===== src/rtl/sp_stream_acc.sv =====
// Result scratchpad for the matrix-multiply datapath.
// Holds SP_NTARGETS matrix slots of MAX_DIM rows. Each row is BUS_WIDTH bits wide.
// Writes either overwrite a row or accumulate into it lane-wise.
// A registered random-read port returns one row per request.
// A valid/ready engine streams the first N rows of one slot to the bus side.

// Single-lane accumulate: signed DATA_WIDTH add, with optional clamp on overflow.
module sp_acc_lane #(
    parameter int DATA_WIDTH = 32,
    parameter int SATURATE   = 0
) (
    input  logic [DATA_WIDTH-1:0] old_val,
    input  logic [DATA_WIDTH-1:0] add_val,
    input  logic                  acc,
    output logic [DATA_WIDTH-1:0] new_val
);
    localparam int MSB = DATA_WIDTH - 1;
    localparam logic [DATA_WIDTH-1:0] SMAX = {1'b0, {(DATA_WIDTH-1){1'b1}}};
    localparam logic [DATA_WIDTH-1:0] SMIN = {1'b1, {(DATA_WIDTH-1){1'b0}}};

    logic [DATA_WIDTH-1:0] sum;
    logic                  ovf;

    // The sum wraps mod 2^DATA_WIDTH.
    // Overflow means both operands have the same sign and the sum's sign differs from it.
    assign sum = old_val + add_val;
    assign ovf = (old_val[MSB] == add_val[MSB]) && (sum[MSB] != old_val[MSB]);

    // Choose overwrite, wrapped sum, or clamped sum.
    always_comb begin
        new_val = add_val;
        if (acc) begin
            new_val = sum;
            if ((SATURATE != 0) && ovf) new_val = old_val[MSB] ? SMIN : SMAX;
        end
    end
endmodule

module sp_stream_acc #(
    parameter int SP_NTARGETS = 4,
    parameter int DATA_WIDTH  = 32,
    parameter int BUS_WIDTH   = 64,
    parameter int SATURATE    = 0,
    localparam int MAX_DIM    = BUS_WIDTH / DATA_WIDTH,
    localparam int TW         = (SP_NTARGETS > 1) ? $clog2(SP_NTARGETS) : 1,
    localparam int RW         = (MAX_DIM > 1) ? $clog2(MAX_DIM) : 1
) (
    input  logic                 clk_i,
    input  logic                 rst_ni,
    input  logic                 wr_en_i,
    input  logic                 wr_acc_i,
    input  logic [TW-1:0]        wr_target_i,
    input  logic [RW-1:0]        wr_row_i,
    input  logic [BUS_WIDTH-1:0] wr_data_i,
    input  logic                 rd_en_i,
    input  logic [TW-1:0]        rd_target_i,
    input  logic [RW-1:0]        rd_row_i,
    output logic [BUS_WIDTH-1:0] rd_data_o,
    output logic                 rd_valid_o,
    input  logic                 str_start_i,
    input  logic [TW-1:0]        str_target_i,
    input  logic [RW:0]          str_rows_i,
    input  logic                 str_ready_i,
    output logic                 str_valid_o,
    output logic [BUS_WIDTH-1:0] str_data_o,
    output logic                 str_last_o,
    output logic                 str_busy_o
);
    // Bounds held one bit wider than the index, so comparisons against them cannot overflow.
    localparam logic [TW:0] NTGT = (TW+1)'(SP_NTARGETS);
    localparam logic [RW:0] NROW = (RW+1)'(MAX_DIM);
    localparam logic [RW:0] ONE  = (RW+1)'(1);

    typedef enum logic {S_IDLE, S_SEND} state_t;

    logic [SP_NTARGETS-1:0][MAX_DIM-1:0][BUS_WIDTH-1:0] mem;

    // ---------------- write / accumulate path ----------------
    logic                 wr_ok;
    logic [BUS_WIDTH-1:0] wr_old;
    logic [BUS_WIDTH-1:0] wr_new;

    assign wr_ok  = wr_en_i && ({1'b0, wr_target_i} < NTGT) && ({1'b0, wr_row_i} < NROW);
    assign wr_old = mem[wr_target_i][wr_row_i];

    // One accumulator per lane. No carry crosses a lane boundary.
    for (genvar k = 0; k < MAX_DIM; k++) begin : g_lane
        sp_acc_lane #(
            .DATA_WIDTH (DATA_WIDTH),
            .SATURATE   (SATURATE)
        ) u_lane (
            .old_val (wr_old[k*DATA_WIDTH +: DATA_WIDTH]),
            .add_val (wr_data_i[k*DATA_WIDTH +: DATA_WIDTH]),
            .acc     (wr_acc_i),
            .new_val (wr_new[k*DATA_WIDTH +: DATA_WIDTH])
        );
    end

    // Row storage. Back-to-back accumulates chain through the value stored on the previous edge.
    always_ff @(posedge clk_i or negedge rst_ni) begin
        if (!rst_ni) begin
            mem <= '0;
        end else if (wr_ok) begin
            mem[wr_target_i][wr_row_i] <= wr_new;
        end
    end

    // ---------------- random read port ----------------
    logic rd_ok;
    assign rd_ok = ({1'b0, rd_target_i} < NTGT) && ({1'b0, rd_row_i} < NROW);

    // Registered read. A same-edge write is not visible; the data holds until the next request.
    always_ff @(posedge clk_i or negedge rst_ni) begin
        if (!rst_ni) begin
            rd_data_o  <= '0;
            rd_valid_o <= 1'b0;
        end else begin
            rd_valid_o <= rd_en_i;
            if (rd_en_i) rd_data_o <= rd_ok ? mem[rd_target_i][rd_row_i] : '0;
        end
    end

    // ---------------- streaming engine ----------------
    state_t        state;
    logic [TW-1:0] s_tgt;
    logic [RW:0]   s_n;
    logic [RW:0]   s_cnt;
    logic [RW:0]   cnt_nxt;
    logic [RW:0]   rows_clamped;
    logic          start_ok;

    assign start_ok     = str_start_i && ({1'b0, str_target_i} < NTGT);
    assign rows_clamped = ((str_rows_i == '0) || (str_rows_i > NROW)) ? NROW : str_rows_i;
    assign cnt_nxt      = s_cnt + ONE;

    // IDLE->SEND on start, SEND->IDLE on the last accepted beat.
    // Each row is snapshotted into str_data_o on the edge that loads it.
    always_ff @(posedge clk_i or negedge rst_ni) begin
        if (!rst_ni) begin
            state       <= S_IDLE;
            s_tgt       <= '0;
            s_n         <= '0;
            s_cnt       <= '0;
            str_data_o  <= '0;
            str_valid_o <= 1'b0;
            str_last_o  <= 1'b0;
            str_busy_o  <= 1'b0;
        end else begin
            case (state)
                S_IDLE: begin
                    if (start_ok) begin
                        state       <= S_SEND;
                        s_tgt       <= str_target_i;
                        s_n         <= rows_clamped;
                        s_cnt       <= '0;
                        str_data_o  <= mem[str_target_i][0];
                        str_valid_o <= 1'b1;
                        str_busy_o  <= 1'b1;
                        str_last_o  <= (rows_clamped == ONE);
                    end
                end
                S_SEND: begin
                    if (str_ready_i) begin
                        if (str_last_o) begin
                            state       <= S_IDLE;
                            str_valid_o <= 1'b0;
                            str_last_o  <= 1'b0;
                            str_busy_o  <= 1'b0;
                        end else begin
                            s_cnt      <= cnt_nxt;
                            str_data_o <= mem[s_tgt][cnt_nxt[RW-1:0]];
                            str_last_o <= (cnt_nxt == (s_n - ONE));
                        end
                    end
                end
                default: state <= S_IDLE;
            endcase
        end
    end
endmodule


===== config.mk =====
export PLATFORM = sky130hd
export DESIGN_NAME = sp_stream_acc
export DESIGN_NICKNAME = d
export VERILOG_FILES = /design/src/rtl/sp_stream_acc.sv
export SDC_FILE = /design/constraint.sdc
export NUM_CORES = 2
export LEC_CHECK = 0
export BUFFER_PORTS_ARGS = -buffer_cell sky130_fd_sc_hd__clkbuf_2
export CAP_MARGIN = 20
export CORE_MARGIN = 1
export CORE_UTILIZATION = 60
export CTS_BUF_LIST = sky130_fd_sc_hd__clkbuf_8 sky130_fd_sc_hd__clkbuf_16
export DETAILED_ROUTE_END_ITERATION = 10
export GPL_ROUTABILITY_DRIVEN = 0
export PLACE_DENSITY_LB_ADDON = 0.3
export SETUP_SLACK_MARGIN = 0.1
export SLEW_MARGIN = 20
export SYNTH_ARGS = -nofsm -noshare
export SYNTH_HDL_FRONTEND = slang
export SYNTH_SLANG_ARGS = --single-unit

===== constraint.sdc =====
create_clock -name clk_i -period 8.7 [get_ports clk_i]
set_input_delay 0.435 -clock clk_i [delete_from_list [all_inputs] [get_ports clk_i]]
set_output_delay 0.435 -clock clk_i [all_outputs]
set_load 0.05 [all_outputs]

==> out/results.ini <==
[run_status]
outcome=complete, but fails checks
violations=DRC

[min_path]
min_from=str_start_i
worstHoldEndpoint=str_busy_o
hold_class=in2reg
min_path_cells=3

[synthesis]
synthesis.nets=3775
yosys-top-cells-area=dfrtp_1 (40%), mux4_2 (25%), o21ai_0 (7.5%)
synth_compound_area_frac=0.1308
synth_edf_count=0
syn_avg_cell_area_um2=11.08
yosys.area_share.adder=0.02029
yosysSeqAreaShare=0.4045
synth.area.mux_share=0.3116
synth_top_area_share=0.4045
synth_largest_area_cell=dfrtp_1
synth_seq_cells=650
synth_xor_area_frac=0.01179
yosysUniqueCellTypes=76
synth_cells=3630
ys_top_cells_by_count=nand2_1 (655), dfrtp_1 (650), o21ai_0 (603), mux4_2 (448), clkbuf_1 (224)
yosys_warnings=0
ys.flop_type=dfrtp_1
async_flop_share=1.000
yosysMostFrequentCell=nand2_1
synth-simple-area-share=0.09082
syn_area_um2=40210
synth_top_family_by_area=multiplexers

[power_and_ir_drop]
total_power_uw=16180
p_per_area_nw_per_um2=365.9
peakVddDrop_mv=0.2435
power.leakage_uw=0.01915

[clock_tree]
numClockSinks=650
cts_root_buffer=clkbuf_16
cts_tree=done
htree_levels=3
clk_latency_ps=620
cts_buffers=73
path_clk_slew_ps=60
clockBufferDepth=3

[timing]
setup_violations=0
fmax_mhz=197.4
rsz0062_at_grt=no
tightestPinTransition_ps=1172
setup_tns_ps=0
fin_crit_ps=5066
timing.final.crit_share=0.5822
finalClockSkew_ps=25.77
slew_headroom=0.2157
slew_violations=0
hold_violations=0

[place]
dpl.hpwl_um=67980
portBuffers=212
placedCellCount=4438

[grt]
grt_pass1_vias=30860
track_usage=0.3433
overflow=0
grt_max_degree=145
antenna_found_initial=1
grt_pass1_wl_um=178200

[setup_path]
crit_top_cell=a21oi_1
cp.required_ps=9160
end_kind=flip-flop
r2r_start=mem[384]
cp_num_buf_inv=2
rr_worst_depth=13
cp-start-kind=input port
cp_data_arrival_time_ps=5520
critical-path-top-delay-family=compound AO/OA/AOI/OAI gates
cp_slowest_stage_delay_ps=680
criticalPathCategory=in2reg
critPathSlowestCell=a211oi_1
r2r_setup_slack_ps=3870
path_depth=13
rr_endpoint=mem[30]
crit_chain=buf_8 > buf_12 > mux4_2 > mux2_2 > ha_1 > a21o_1 > a211oi_1 > o211ai_1 > a21oi_1 > o21ai_1 > xor2_1 > mux2i_1 > a21oi_1
critPathMaxFanout=75

[die]
core_um2=65980
die_area_um2=68060
rows=94
fp.dieW_um=260.9
ios=213
die_h_um=260.9
initial_core_util=0.6095

[detailed_routing]
via_per_inst=6.811
drtIter0Drc=3175
wl_um=113600
drc=10
vias=31150
wl_per_cell_um=24.84
drtPass1Iterations=11
drtAntennaViolNets=0

[flow_run]
maxCapViolations=0

[layout]
final_cells=4574
syn2layout_area_growth_pct=9.957
fin_nets=3796
drive_gt1_frac=0.2480

[cells in the final DEF, fill, tap and decap left out, drive strengths merged, types with 5 or more instances in the layout]
cell type	instances
mux2	65
nand2	655
xnor2	35
nor3	14
o21bai	6
a31oi	24
xor2	17
a21o	41
a211oi	12
o31ai	19
o221ai	6
and3	7
nor2b	14
buf	50
o21ai	616
nand3b	5
clkinv	16
o21a	9
mux2i	169
ha	62
nand2b	8
a21oi	178
nand3	16
nor2	163
mux4	448
inv	25
nand4	6
clkbuf	299
dfrtp	650
[layer usage]
metal | track usage | share of wire | vias up
met3 | 0.06857 | 0.097 | 354
met1 | 0.4645 | 0.39 | 15530
met2 | 0.5412 | 0.47 | 1632
met5 | 0 | 0 | -
li1 | - | - | 13640
met4 | 0.1540 | 0.046 | 0
[metrics by stage]
step,hold slack [ps],utilization,area (um2),setup slack [ps]
floorplan,139.4,-,40210,3852
global placement,463.0,0.6315,41670,3167
detailed placement,469.6,0.6315,41670,3063
CTS,95.16,0.6698,44190,3679
global route,179.4,0.6701,44220,3292
finish,118.0,0.6701,44220,3634
[worst reg2reg max path: stages (launching register included)]
cell and delay [ps]:
dfrtp_1 420, mux4_2 490, mux2_2 280, ha_1 210, fa_1 430, a21o_1 210, a21o_1 210, a211oi_1 680
o211ai_1 260, a21oi_1 410, o21ai_1 160, xor2_1 160, mux2i_1 580, a21oi_1 160
[cell families after synthesis]
kind of cell	after synthesis
AO/OA/AOI/OAI	952
XOR/XNOR	52
adder cells (fa/ha/maj)	64
buffers and inverters	319
flip-flops	650
multiplexers	682
AND/OR/NAND/NOR	911
[timing repair]
item	in CTS	in global routing
setup buffers	0	0
hold endpoints to repair	85	0
gates resized for setup	0	0
hold buffers	1	0
[report_power, final]
group	switching, uW	internal, uW
Combinational	4050	3340
Sequential	1390	4200
Clock	1290	1910
[sequential cells by signal (all words and copies together), names as in the netlist]
signal / count
rd_data_o: 64
s_tgt: 2
str_last_o: 1
str_busy_o: 1
state: 1
str_data_o: 64
s_n: 2
rd_valid_o: 1
s_cnt: 2
mem: 512
[layout make-up]
cell class	instances	area (um2)
Tap cell	864	1081
Clock buffer	98	2227
Sequential cell	650	16280
Timing Repair Buffer	252	1471
Clock inverter	35	290.3
Fill cell	4776	21760
Multi-Input combinational cell	2661	22810
Inverter	13	48.80
Antenna cell	1	2.502
[worst max-delay path by stage]
| stage | from | to | slack (ps) |
|---|---|---|---|
| after CTS | wr_target_i[0] | mem[221] | 3680 |
| after floorplan | wr_target_i[0] | mem[94] | 3850 |
| after global placement | wr_target_i[0] | mem[349] | 3170 |
| after global routing | wr_target_i[0] | mem[221] | 3290 |
| after detailed placement | wr_target_i[0] | mem[29] | 3060 |
| final | wr_target_i[0] | mem[30] | 3630 |
Note: power is estimated with default switching activity, not from simulation.
